## src/rtl/muxer_pkg.sv

```systemverilog
// muxer_pkg -- shared definitions for the muxer_scan block.
//   state_t : controller states (IDLE, SCAN, DONE)
//   DEF_N   : default number of input channels
//   DEF_W   : default data width per channel
package muxer_pkg;

  typedef enum logic [1:0] {
    IDLE = 2'd0,
    SCAN = 2'd1,
    DONE = 2'd2
  } state_t;

  localparam int DEF_N = 16;
  localparam int DEF_W = 1;

endpackage

```

## src/rtl/muxer_next_idx.sv

```systemverilog
// muxer_next_idx -- combinational search for the next enabled channel.
//   cur   : current channel index
//   first : 1 = search from channel 0 inclusive (scan start),
//           0 = search strictly above cur
//   mask  : per-channel enable
//   nxt   : lowest enabled channel satisfying the search (0 when none)
//   none  : no enabled channel left
module muxer_next_idx
  import muxer_pkg::*;
#(
  parameter int N = DEF_N,
  localparam int SW = $clog2(N)
) (
  input  logic [SW-1:0] cur,
  input  logic          first,
  input  logic [N-1:0]  mask,
  output logic [SW-1:0] nxt,
  output logic          none
);

  // cand[k]: channel k is enabled and lies inside the search window
  logic [N-1:0] cand;

  genvar gi;
  generate
    for (gi = 0; gi < N; gi++) begin : g_cand
      if (gi == 0) begin : g_zero
        // channel 0 can never be "above" the current index
        assign cand[gi] = mask[gi] & first;
      end else begin : g_rest
        assign cand[gi] = mask[gi] & (first | (cur < SW'(gi)));
      end
    end
  endgenerate

  // descending walk so the lowest candidate wins
  always_comb begin
    nxt  = '0;
    none = 1'b1;
    for (int k = N - 1; k >= 0; k--) begin
      if (cand[k]) begin
        nxt  = SW'(k);
        none = 1'b0;
      end
    end
  end

endmodule

```

## src/rtl/muxer_scan.sv

```systemverilog
// muxer_scan -- N-channel registered multiplexer with manual select and
// an automatic ascending scan of all (or all enabled) channels.
//
// Optional feature: define MUXER_SCAN_MASK_EN to add the en_mask input;
// a scan then visits only channels whose mask bit was set at start.
//
// Ports
//   clk      : clock, rising edge
//   rst      : synchronous active-high reset
//   in       : N packed channels, channel k at in[k*W +: W]
//   sel      : manual channel select
//   mode     : 0 = manual, 1 = scan (looked at only in IDLE)
//   start    : scan request (looked at only in IDLE with mode = 1)
//   en_mask  : per-channel scan enable (MUXER_SCAN_MASK_EN only)
//   q        : registered selected data
//   q_sel    : channel index shown on q
//   q_valid  : q/q_sel were sampled on the previous edge
//   busy     : scan in progress
//   done     : one-cycle pulse following the final scan sample
module muxer_scan
  import muxer_pkg::*;
#(
  parameter int N = DEF_N,
  parameter int W = DEF_W,
  localparam int SW = $clog2(N)
) (
  input  logic          clk,
  input  logic          rst,
  input  logic [N*W-1:0] in,
  input  logic [SW-1:0] sel,
  input  logic          mode,
  input  logic          start,
`ifdef MUXER_SCAN_MASK_EN
  input  logic [N-1:0]  en_mask,
`endif
  output logic [W-1:0]  q,
  output logic [SW-1:0] q_sel,
  output logic          q_valid,
  output logic          busy,
  output logic          done
);

  state_t        state_reg, state_next;
  logic [SW-1:0] idx_reg, idx_next;
  logic [W-1:0]  q_reg, q_next;
  logic [SW-1:0] q_sel_reg, q_sel_next;
  logic          q_valid_reg, q_valid_next;
  logic          done_reg, done_next;

  // mask_live feeds the first-channel search at start; mask_held is the
  // copy used for the rest of the scan so mid-scan mask changes are ignored
  logic [N-1:0]  mask_live, mask_held;

`ifdef MUXER_SCAN_MASK_EN
  logic [N-1:0]  mask_reg, mask_next;
  assign mask_live = en_mask;
  assign mask_held = mask_reg;
`else
  assign mask_live = '1;
  assign mask_held = '1;
`endif

  logic          in_idle;
  logic [SW-1:0] nidx;
  logic          nidx_none;

  assign in_idle = (state_reg == IDLE);

  muxer_next_idx #(
    .N (N)
  ) u_next_idx (
    .cur   (idx_reg),
    .first (in_idle),
    .mask  (in_idle ? mask_live : mask_held),
    .nxt   (nidx),
    .none  (nidx_none)
  );

  // sel may exceed N-1 when N is not a power of two
  logic          sel_ok;
  logic [W-1:0]  sel_data, scan_data;

  assign sel_ok    = (int'(sel) < N);
  assign sel_data  = in[int'(sel) * W +: W];
  assign scan_data = in[int'(idx_reg) * W +: W];

  always_comb begin
    state_next   = state_reg;
    idx_next     = idx_reg;
    q_next       = q_reg;
    q_sel_next   = q_sel_reg;
    q_valid_next = 1'b0;
    done_next    = 1'b0;
`ifdef MUXER_SCAN_MASK_EN
    mask_next    = mask_reg;
`endif
    case (state_reg)
      IDLE: begin
        if (!mode) begin
          q_sel_next = sel;
          if (sel_ok) begin
            q_next       = sel_data;
            q_valid_next = 1'b1;
          end else begin
            q_next = '0;
          end
        end else if (start) begin
          idx_next = nidx;
`ifdef MUXER_SCAN_MASK_EN
          mask_next = en_mask;
`endif
          // nothing enabled: skip straight to the done pulse
          state_next = nidx_none ? DONE : SCAN;
        end
      end
      SCAN: begin
        q_next       = scan_data;
        q_sel_next   = idx_reg;
        q_valid_next = 1'b1;
        if (nidx_none) begin
          state_next = DONE;  // idx stays on the last channel, no wrap
        end else begin
          idx_next = nidx;
        end
      end
      DONE: begin
        // done is registered, so it shows in the cycle after DONE,
        // i.e. right after the final valid sample has been presented
        done_next  = 1'b1;
        state_next = IDLE;
      end
      default: begin
        state_next = IDLE;
      end
    endcase
  end

  always_ff @(posedge clk) begin
    if (rst) begin
      state_reg   <= IDLE;
      idx_reg     <= '0;
      q_reg       <= '0;
      q_sel_reg   <= '0;
      q_valid_reg <= 1'b0;
      done_reg    <= 1'b0;
`ifdef MUXER_SCAN_MASK_EN
      mask_reg    <= '0;
`endif
    end else begin
      state_reg   <= state_next;
      idx_reg     <= idx_next;
      q_reg       <= q_next;
      q_sel_reg   <= q_sel_next;
      q_valid_reg <= q_valid_next;
      done_reg    <= done_next;
`ifdef MUXER_SCAN_MASK_EN
      mask_reg    <= mask_next;
`endif
    end
  end

  assign q       = q_reg;
  assign q_sel   = q_sel_reg;
  assign q_valid = q_valid_reg;
  assign busy    = (state_reg == SCAN);
  assign done    = done_reg;

endmodule

```

## config.mk

```make
export PLATFORM = sky130hd
export DESIGN_NAME = muxer_scan
export DESIGN_NICKNAME = d
export VERILOG_FILES = /design/src/rtl/muxer_pkg.sv /design/src/rtl/muxer_next_idx.sv /design/src/rtl/muxer_scan.sv
export SDC_FILE = /design/constraint.sdc
export NUM_CORES = 1
export LEC_CHECK = 0
export BUFFER_PORTS_ARGS = -buffer_cell sky130_fd_sc_hd__buf_2
export CORE_MARGIN = 4
export CORE_UTILIZATION = 48
export CTS_CLUSTER_SIZE = 25
export DETAILED_ROUTE_END_ITERATION = 8
export PLACE_DENSITY = 0.75
export SLEW_MARGIN = 20
export SYNTH_ARGS = -nofsm -noshare
export SYNTH_HDL_FRONTEND = slang
export SYNTH_HIERARCHICAL = 1
export SYNTH_SLANG_ARGS = --single-unit
```

## constraint.sdc

```tcl
create_clock -name clk -period 2.2 [get_ports clk]
set_input_delay 0.11 -clock clk [delete_from_list [all_inputs] [get_ports clk]]
set_output_delay 0.11 -clock clk [all_outputs]
set_load 0.005 [all_outputs]
```

==> results of run 1 <==
synthesized netlist by cell type, types with 2 or more instances:
library cell and number:
nor2b_1 6, a21oi_1 11, nand3_1 2, buf_4 4, nand2b_1 2, nor4bb_1 2, nor3b_1 4, and2_1 2
nor4_1 3, o21a_1 4, inv_1 5, a211oi_1 10, dfxtp_1 13, clkbuf_1 2, a31oi_1 5, nand2_1 8
nor3b_2 2, buf_2 2, o21ai_1 2, buf_6 2, nand4_1 2, nor4b_1 3, nor2_1 18, o21ai_0 10
nor3_1 6, and3_1 2, o22ai_1 7, mux2i_1 8
cells in the final DEF (no fill, tap or decap), drive strengths merged, types with 6 or more instances in the layout:
cell type | synthesis | final
mux2i | 8 | 8
conb | 1 | 40
a211oi | 11 | 11
dfxtp | 13 | 13
inv | 6 | 6
o21ai | 12 | 12
nor2 | 19 | 19
nor3b | 6 | 6
nor2b | 6 | 6
o22ai | 7 | 7
nor3 | 6 | 6
nand2 | 8 | 8
buf | 8 | 48
a21oi | 11 | 11
kinds of logic (layout without fill, tap and decap cells):
family | after synthesis | after routing
simple gates | 66 | 66
other cells | 1 | 40
compound gates | 62 | 62
buf+inv | 16 | 58
mux | 10 | 10
flops | 13 | 13
metrics by stage:
step | TNS, ns | setup slack (ns)
floorplan | 0 | 0.0583
global placement | 0 | 0.0304
detailed placement | 0 | 0.00901
CTS | 0 | 0.0314
global route | -0.0106 | -0.0106
finish | 0 | 0.101
final cells by class:
| type | count | area [sq um] |
|---|---|---|
| Fill cell | 237 | 747 |
| Tap cell | 30 | 37.5 |
| Multi-Input combinational cell | 178 | 1100 |
| Sequential cell | 13 | 273 |
| Clock buffer | 4 | 26.3 |
| Inverter | 6 | 25.0 |
| Timing Repair Buffer | 48 | 287 |
where the power goes:
group,leakage (nW),internal (W),switching [W]
clock network,0.0150,0.0000702,0.0000714
logic,0.683,0.000111,0.000120
registers,0.110,0.000249,0.0000187
metal layers:
layer / vias to the layer above / routed length, microns
met5: - / 0
met4: 0 / 63
met3: 9 / 173
met2: 42 / 1800
met1: 650 / 1510
li1: 772 / -
repair_timing:
action                                  CTS  global route
endpoints found under the setup margin    4             4
setup buffers                             0             0
cloned                                    0             0
resized for setup                         2            16
pin swaps                                 0             1
final timing paths:
kind                            slack, ns         end  depth (start not counted)
worst max-delay path                 0.10  idx_reg[3]                          9
worst min-delay path                 0.19  idx_reg[1]                          2
worst max register to register       0.10  idx_reg[3]                          9
worst min register to register       0.49    q_sel[0]                          2
worst reg2reg max path, delay by kind of cell (launching register included):
family,cells,cell delay [ns]
AO/OA/AOI/OAI,1,0.15
flip-flops,1,0.40
multiplexers,2,0.53
AND/OR/NAND/NOR,6,0.90
==> results.sh, run 1 <==
export IMPL_drtPass1Iterations=4
export IMPL_gp_congestion=0.859
export IMPL_grt_max_degree=17
export IMPL_syn_inst=168
export IMPL_crit_family="simple AND/OR/NAND/NOR gates"
export IMPL_drcViolationCount=0
export IMPL_drv_slew=0
export IMPL_root_buffer="clkbuf_4"
export IMPL_diodes=0
export IMPL_hold_class="primary input to flop"
export IMPL_path_clk_slew_ns=0.07
export IMPL_dpl_cell_area_sq_mm=0.00167
export IMPL_via_per_inst=5.28
export IMPL_ys_types=49
export IMPL_total_power_w=0.000640
export IMPL_ys_ff_latch=13
export IMPL_use_met3_pct=2.40
export IMPL_gr_usage_met1_pct=23.4
export IMPL_synthFlopType="dfxtp_1"
export IMPL_htree_levels=1
export IMPL_critPathKind="flop to flop"
export IMPL_fin_crit_ns=2.10
export IMPL_cts_buffers=3
export IMPL_cts_tree="built"
export IMPL_synth_enable_flop_cells=0
export IMPL_max_clock_path_buffers=2
export IMPL_yosys_area_share_simple_pct=29.9
export IMPL_synth_area_leader_cell="dfxtp_1"
export IMPL_synth_top_family_by_area="compound AO/OA/AOI/OAI gates"
export IMPL_power_density_mw_per_mm2=365
export IMPL_max_freq_mhz=477
export IMPL_first_iter_violations=76
export IMPL_first_global_vias=1334
export IMPL_crit_path_max_incr_delay_ns=0.40
export IMPL_endpoint_kind="flop"
export IMPL_max_cap_viol_count=0
export IMPL_crit_buf_inv=0
export IMPL_fin_crit_sh_pct=95.4
export IMPL_finalHoldViolCount=0
export IMPL_overflow=0
export IMPL_synth_compound_area_share_pct=33.3
export IMPL_core_sq_mm=0.00250
export IMPL_synth_area_per_cell_sq_um=7.52
export IMPL_synth_area_leaders="dfxtp_1, mux2i_1, a211oi_1"
export IMPL_grt_busiest_layer="met2"
export IMPL_routed_wl_microns=3550
export IMPL_syn_area_sq_mm=0.00126
export IMPL_io_pins=32
export IMPL_start_util_pct=50.6
export IMPL_synth_warnings=6
export IMPL_die_h_microns=59.3
export IMPL_ant_nets=0
export IMPL_setup_viol=0
export IMPL_finish_utilization_pct=70.1
export IMPL_worstPathCellList="nor3_2 -> o22ai_1 -> and3_1 -> nand4_1 -> nor2_2 -> mux2_2 -> nor2_4 -> mux2i_1 -> nor2_1"
export IMPL_slowest_stage="dfxtp_2"
export IMPL_ys_seq_area_share_pct=20.6
export IMPL_vdd_drop_max_mv=0.475
export IMPL_cp_start_kind="flop"
export IMPL_cts_hold_buf=0
export IMPL_synth_top_area_share_pct=20.6
export IMPL_dieWidth_microns=59.3
export IMPL_stdcell_count=279
export IMPL_grt_pass1_wl_microns=5600
export IMPL_synth_adder_area_share_pct=0
export IMPL_cp_required_ns=2.35
export IMPL_vias=1473
export IMPL_p_leak_nw=0.808
export IMPL_rows=18
export IMPL_reg2reg_from="idx_reg[3]"
export IMPL_crit_path_max_fanout=8
export IMPL_grtUsageTotal_pct=20.1
export IMPL_cts_sinks=13
export IMPL_cp_data_arrival_time_ns=2.25
export IMPL_clock_latency_ns=0.27
export IMPL_clock_skew_ns=0.00255
export IMPL_synthArstFlopShare_pct=0
export IMPL_hold_ws_ns=0.188
export IMPL_wl_per_cell_microns=12.7
export IMPL_hpwl_microns=2690
export IMPL_outcome="finished clean"
export IMPL_nets=274
export IMPL_antenna_found_initial=0
export IMPL_dieArea_sq_mm=0.00352
export IMPL_synthMuxAreaShare_pct=8.42
export IMPL_area_growth_pct=38.7
export IMPL_setup_worst_path_start="idx_reg[3]"
export IMPL_dp_cells=275
export IMPL_design_area_sq_mm=0.00175
export IMPL_drive_gt1_share_pct=28.5
export IMPL_synth_xor_area_share_pct=0
export IMPL_grt_use_met2_pct=37.8
export IMPL_hold_path_startpoint="rst"
export IMPL_port_buffers=31
Power figures use the tool's default switching activity.
==> run 2, diff against run 1 <==
--- a/config.mk
+++ b/config.mk
@@ -7,10 +7,12 @@
 export LEC_CHECK = 0
 export BUFFER_PORTS_ARGS = -buffer_cell sky130_fd_sc_hd__buf_2
 export CORE_MARGIN = 4
-export CORE_UTILIZATION = 48
+export CORE_UTILIZATION = 32
+export CTS_CLUSTER_DIAMETER = 40
 export CTS_CLUSTER_SIZE = 25
 export DETAILED_ROUTE_END_ITERATION = 8
-export PLACE_DENSITY = 0.75
+export MAX_ROUTING_LAYER = met4
+export PLACE_DENSITY = 0.54
 export SLEW_MARGIN = 20
 export SYNTH_ARGS = -nofsm -noshare
 export SYNTH_HDL_FRONTEND = slang
==> results.sh, run 2 (synthesis results as in run 1) <==
export IMPL_fin_crit_ns=2.03
export IMPL_grtUsageTotal_pct=14.6
export IMPL_finalHoldViolCount=0
export IMPL_via_per_inst=4.88
export IMPL_rows=22
export IMPL_most_common_layout_cells="conb_1, buf_2, buf_4"
export IMPL_slowest_stage="dfxtp_2"
export IMPL_cp_start_kind="flop"
export IMPL_crit_family="multiplexers"
export IMPL_port_buffers=31
export IMPL_crit_path_max_incr_delay_ns=0.38
export IMPL_clock_latency_ns=0.24
export IMPL_hold_ws_ns=0.213
export IMPL_outcome="finished clean"
export IMPL_hold_path_startpoint="rst"
export IMPL_cts_buffers=3
export IMPL_area_growth_pct=41.0
export IMPL_gp_congestion=0.850
export IMPL_dieArea_sq_mm=0.00502
export IMPL_wl_per_cell_microns=11.8
export IMPL_reg2reg_from="idx_reg[2]"
export IMPL_ant_nets=0
export IMPL_p_leak_nw=0.813
export IMPL_max_cap_viol_count=0
export IMPL_stdcell_count=299
export IMPL_fin_crit_sh_pct=92.4
export IMPL_drive_gt1_share_pct=29.1
export IMPL_first_iter_violations=81
export IMPL_overflow=0
export IMPL_seqCellArea_sq_um=265
export IMPL_antenna_found_initial=0
export IMPL_setup_viol=0
export IMPL_multi_input_area_sq_mm=0.00109
export IMPL_r2r_end="idx_reg[2]"
export IMPL_vdd_drop_max_mv=0.144
export IMPL_cp_data_arrival_time_ns=2.16
export IMPL_worstPathCellList="buf_4 -> a21oi_1 -> o21ai_1 -> and3_1 -> o21ai_1 -> nor2_1 -> mux2_2 -> nor2_4 -> mux2i_1 -> nor2_1"
export IMPL_grt_max_degree=16
export IMPL_dieWidth_microns=70.8
export IMPL_critPathKind="flop to flop"
export IMPL_dp_cells=295
export IMPL_first_global_vias=1302
export IMPL_rr_worst_depth=10
export IMPL_reg2reg_setup_slack_ns=0.17
export IMPL_core_sq_mm=0.00374
export IMPL_finish_utilization_pct=47.6
export IMPL_routed_wl_microns=3540
export IMPL_crit_path_max_fanout=8
export IMPL_max_clock_path_buffers=2
export IMPL_cp_required_ns=2.32
export IMPL_grt_pass1_wl_microns=5870
export IMPL_drtPass1Iterations=4
export IMPL_total_power_w=0.000710
export IMPL_path_clk_slew_ns=0.06
export IMPL_drv_slew=0
export IMPL_cts_sinks=13
export IMPL_clock_skew_ns=0.00409
export IMPL_crit_buf_inv=1
export IMPL_power_density_mw_per_mm2=399
export IMPL_hpwl_microns=2730
export IMPL_drcViolationCount=0
export IMPL_endpoint_kind="flop"
export IMPL_root_buffer="clkbuf_8"
export IMPL_cts_tree="built"
export IMPL_die_h_microns=70.8
export IMPL_max_freq_mhz=492
export IMPL_vias=1460
export IMPL_hold_path_depth=2
export IMPL_nFillCells=410
export IMPL_start_util_pct=33.8
export IMPL_holdPathEnd="idx_reg[0]"
export IMPL_hold_class="primary input to flop"
export IMPL_diodes=0
export IMPL_nets=276
export IMPL_htree_levels=1
export IMPL_final_common_cell="conb_1"
export IMPL_io_pins=32
-- run 2: changes by cell type in the layout (fill, tap and decap cells not counted), moves of 3 or more --
| cell | change |
|---|---|
| buf_4 | +3 |
| clkbuf_4 | -3 |
| clkbuf_8 | +3 |
| dfxtp_2 | +3 |
| dfxtp_4 | -3 |
-- run 2: worst reg2reg max path, cell delays in order, from the launching register on --
cell     delay [ns]
dfxtp_2        0.38
buf_4          0.18
a21oi_1        0.12
o21ai_1        0.10
and3_1         0.18
o21ai_1        0.12
nor2_1         0.11
mux2_2         0.30
nor2_4         0.16
mux2i_1        0.21
nor2_1         0.05
-- run 2: how the worst max path moves through the flow --
stage,start,end,slack [ns],cells after the start
floorplan,state_reg[1],idx_reg[0],0.06,12
global placement,idx_reg[1],idx_reg[1],0.02,9
detailed placement,idx_reg[1],idx_reg[2],0.01,9
CTS,idx_reg[2],idx_reg[2],0.03,10
global route,idx_reg[1],idx_reg[3],-0.03,9
finish,idx_reg[2],idx_reg[2],0.17,10
-- run 2: layout make-up --
type,count,area share (%)
well taps,48,3.37
repair buffers,50,16.7
clock buffers,4,2.53
multi-input cells,178,61.1
inverters,6,1.40
flip-flops and latches,13,14.9
-- run 2: power breakdown --
group,internal (W),switching [W]
combinational,0.000108,0.000119
clock,0.000128,0.0000869
sequential,0.000252,0.0000168
total,0.000488,0.000223
-- run 2: metal layers --
metal	up-vias	routed length, microns	GRT usage (%)	part of all wire, %
met5	-	0	-	0
met4	0	27	3.13	0.76
met3	2	118	2.27	3.3
met2	22	1570	21.6	44
met1	661	1820	20.7	51
li1	775	-	-	-
-- run 2: per-stage QoR --
stage / worst slack (ns) / setup TNS (ns) / area (sq um)
floorplan: 0.0583 / 0 / 1420
global placement: 0.0242 / 0 / 1700
detailed placement: 0.0145 / 0 / 1700
CTS: 0.0294 / 0 / 1750
global route: -0.0313 / -0.0407 / 1780
finish: 0.166 / 0 / 1780
-- run 2: timing repair --
item,4_1_cts,5_1_grt
buffers inserted,0,0
hold buffers,0,0
resized for setup,1,11
setup endpoints to repair,2,4
cloned,0,0
==> run 3, diff against run 2 <==
--- a/config.mk
+++ b/config.mk
@@ -12,7 +12,7 @@
 export CTS_CLUSTER_SIZE = 25
 export DETAILED_ROUTE_END_ITERATION = 8
 export MAX_ROUTING_LAYER = met4
-export PLACE_DENSITY = 0.54
+export PLACE_DENSITY = 0.58
 export SLEW_MARGIN = 20
 export SYNTH_ARGS = -nofsm -noshare
 export SYNTH_HDL_FRONTEND = slang
==> results.sh, run 3 (synthesis results as in run 1) <==
export IMPL_routed_wl_met3_microns=104
export IMPL_drtPass1Iterations=4
export IMPL_htree_levels=1
export IMPL_dpl_cell_area_sq_mm=0.00170
export IMPL_root_buffer="clkbuf_8"
export IMPL_crit_path_max_incr_delay_ns=0.38
export IMPL_cp_start_kind="flop"
export IMPL_cts_sinks=13
export IMPL_crit_family="simple AND/OR/NAND/NOR gates"
export IMPL_vdd_drop_max_mv=0.171
export IMPL_worstPathCellList="nor4_2 -> o21ai_0 -> and3_1 -> nand4_1 -> nor2_1 -> mux2_2 -> nor2_4 -> mux2i_1 -> nor2_1"
export IMPL_clock_latency_ns=0.24
export IMPL_diodes=0
export IMPL_max_cap_viol_count=0
export IMPL_first_iter_violations=68
export IMPL_hpwl_microns=2770
export IMPL_p_sw_share_pct=31.0
export IMPL_slowest_stage="dfxtp_2"
export IMPL_setup_viol=0
export IMPL_cts_buffers=3
export IMPL_hold_path_startpoint="rst"
export IMPL_io_pins=32
export IMPL_critPathMostFrequentCell="nor2_1"
export IMPL_endpoint_kind="flop"
export IMPL_final_common_cell="conb_1"
export IMPL_max_clock_path_buffers=2
export IMPL_dieArea_sq_mm=0.00502
export IMPL_routed_wl_microns=3450
export IMPL_holdPathEnd="idx_reg[1]"
export IMPL_dieWidth_microns=70.8
export IMPL_p_int_w=0.000485
export IMPL_cts_tree="built"
export IMPL_drcViolationCount=0
export IMPL_r2r_end="idx_reg[0]"
export IMPL_cp_required_ns=2.32
export IMPL_finalHoldViolCount=0
export IMPL_grt_max_degree=16
export IMPL_nFillCells=420
export IMPL_grt_pass1_wl_microns=5570
export IMPL_drv_slew=0
export IMPL_outcome="finished clean"
export IMPL_power_switching_w=0.000218
export IMPL_die_h_microns=70.8
export IMPL_via_per_inst=4.84
export IMPL_fin_crit_sh_pct=93.2
export IMPL_crit_buf_inv=0
export IMPL_highest_layer="met4"
export IMPL_path_clk_slew_ns=0.06
export IMPL_seq_power_share_pct=37.8
export IMPL_port_buffers=31
export IMPL_reg2reg_setup_slack_ns=0.15
export IMPL_met2_length_microns=1640
export IMPL_area_growth_pct=38.9
export IMPL_grtUsageTotal_pct=13.5
export IMPL_gp_congestion=0.829
export IMPL_fin_crit_ns=2.05
export IMPL_crit_path_max_fanout=10
export IMPL_rows=22
export IMPL_stdcell_count=298
export IMPL_max_freq_mhz=488
export IMPL_nets=275
export IMPL_hold_path_depth=2
export IMPL_combinationalPowerShare_pct=32.0
export IMPL_fin_ws_ns=0.149
export IMPL_p_leak_nw=0.803
export IMPL_first_global_vias=1286
export IMPL_met1_length_microns=1680
export IMPL_clock_skew_ns=0.00141
export IMPL_reg2reg_from="idx_reg[3]"
export IMPL_clkPwrFrac_pct=30.2
export IMPL_start_util_pct=33.8
export IMPL_pre_cts_slack_ns=-0.00676
export IMPL_vias=1442
export IMPL_drive_gt1_share_pct=26.8
export IMPL_dp_cells=294
export IMPL_rr_worst_depth=9
export IMPL_critPathKind="flop to flop"
export IMPL_power_density_mw_per_mm2=401
export IMPL_core_sq_mm=0.00374
export IMPL_overflow=0
export IMPL_cp_data_arrival_time_ns=2.17
export IMPL_ant_nets=0
export IMPL_design_area_sq_mm=0.00176
export IMPL_wl_per_cell_microns=11.6
export IMPL_antenna_found_initial=0
export IMPL_hold_class="primary input to flop"
export IMPL_most_common_layout_cells="conb_1, buf_2, buf_4"
run 3: through the flow:
stage | hold WS (ns) | util, % | setup TNS (ns) | total power, W
2_1_floorplan | 0.187 | - | 0 | 0.000414
3_3_place_gp | 0.453 | 45.3 | 0 | 0.000490
3_5_place_dp | 0.460 | 45.3 | -0.00676 | 0.000491
4_1_cts | 0.216 | 46.6 | 0 | 0.000702
5_1_grt | 0.233 | 46.9 | -0.000449 | 0.000748
6_report | 0.220 | 46.9 | 0 | 0.000703
run 3: routing by layer:
metal  vias to the layer above  track usage, %
met2                        22            22.2
met1                       647            17.8
li1                        771               -
met5                         -               -
met4                         0            4.38
met3                         2           0.284
run 3: final cells by class:
class,instances,area [sq um],area share [%]
clock buffer,4,45.0,2.57
inverter,6,25.0,1.43
multi-input combinational,178,1070,61.0
sequential,13,264,15.0
tap,48,60.1,3.42
timing repair buffer,49,290,16.5
run 3: power groups by stage:
stage	logic, W	clock network [W]	registers, W
5_1_grt	0.000252	0.000227	0.000268
2_1_floorplan	0.000147	0	0.000267
3_5_place_dp	0.000221	0	0.000270
6_report	0.000225	0.000213	0.000266
4_1_cts	0.000223	0.000214	0.000265
3_3_place_gp	0.000221	0	0.000269
run 3: worst max-delay path by stage:
stage | from | to | slack, ns | cells past startpoint
final | idx_reg[3] | idx_reg[0] | 0.15 | 9
after global routing | state_reg[0] | idx_reg[0] | -0.0004 | 10
after CTS | idx_reg[2] | idx_reg[0] | 0.05 | 9
after detailed placement | idx_reg[2] | idx_reg[0] | -0.007 | 9
after global placement | idx_reg[2] | idx_reg[1] | 0.08 | 9
after floorplan | state_reg[1] | idx_reg[0] | 0.06 | 12
run 3: timing repair:
action	CTS	global route
buffers inserted	0	0
resized for setup	1	4
hold buffers	0	0
setup endpoints to repair	4	4
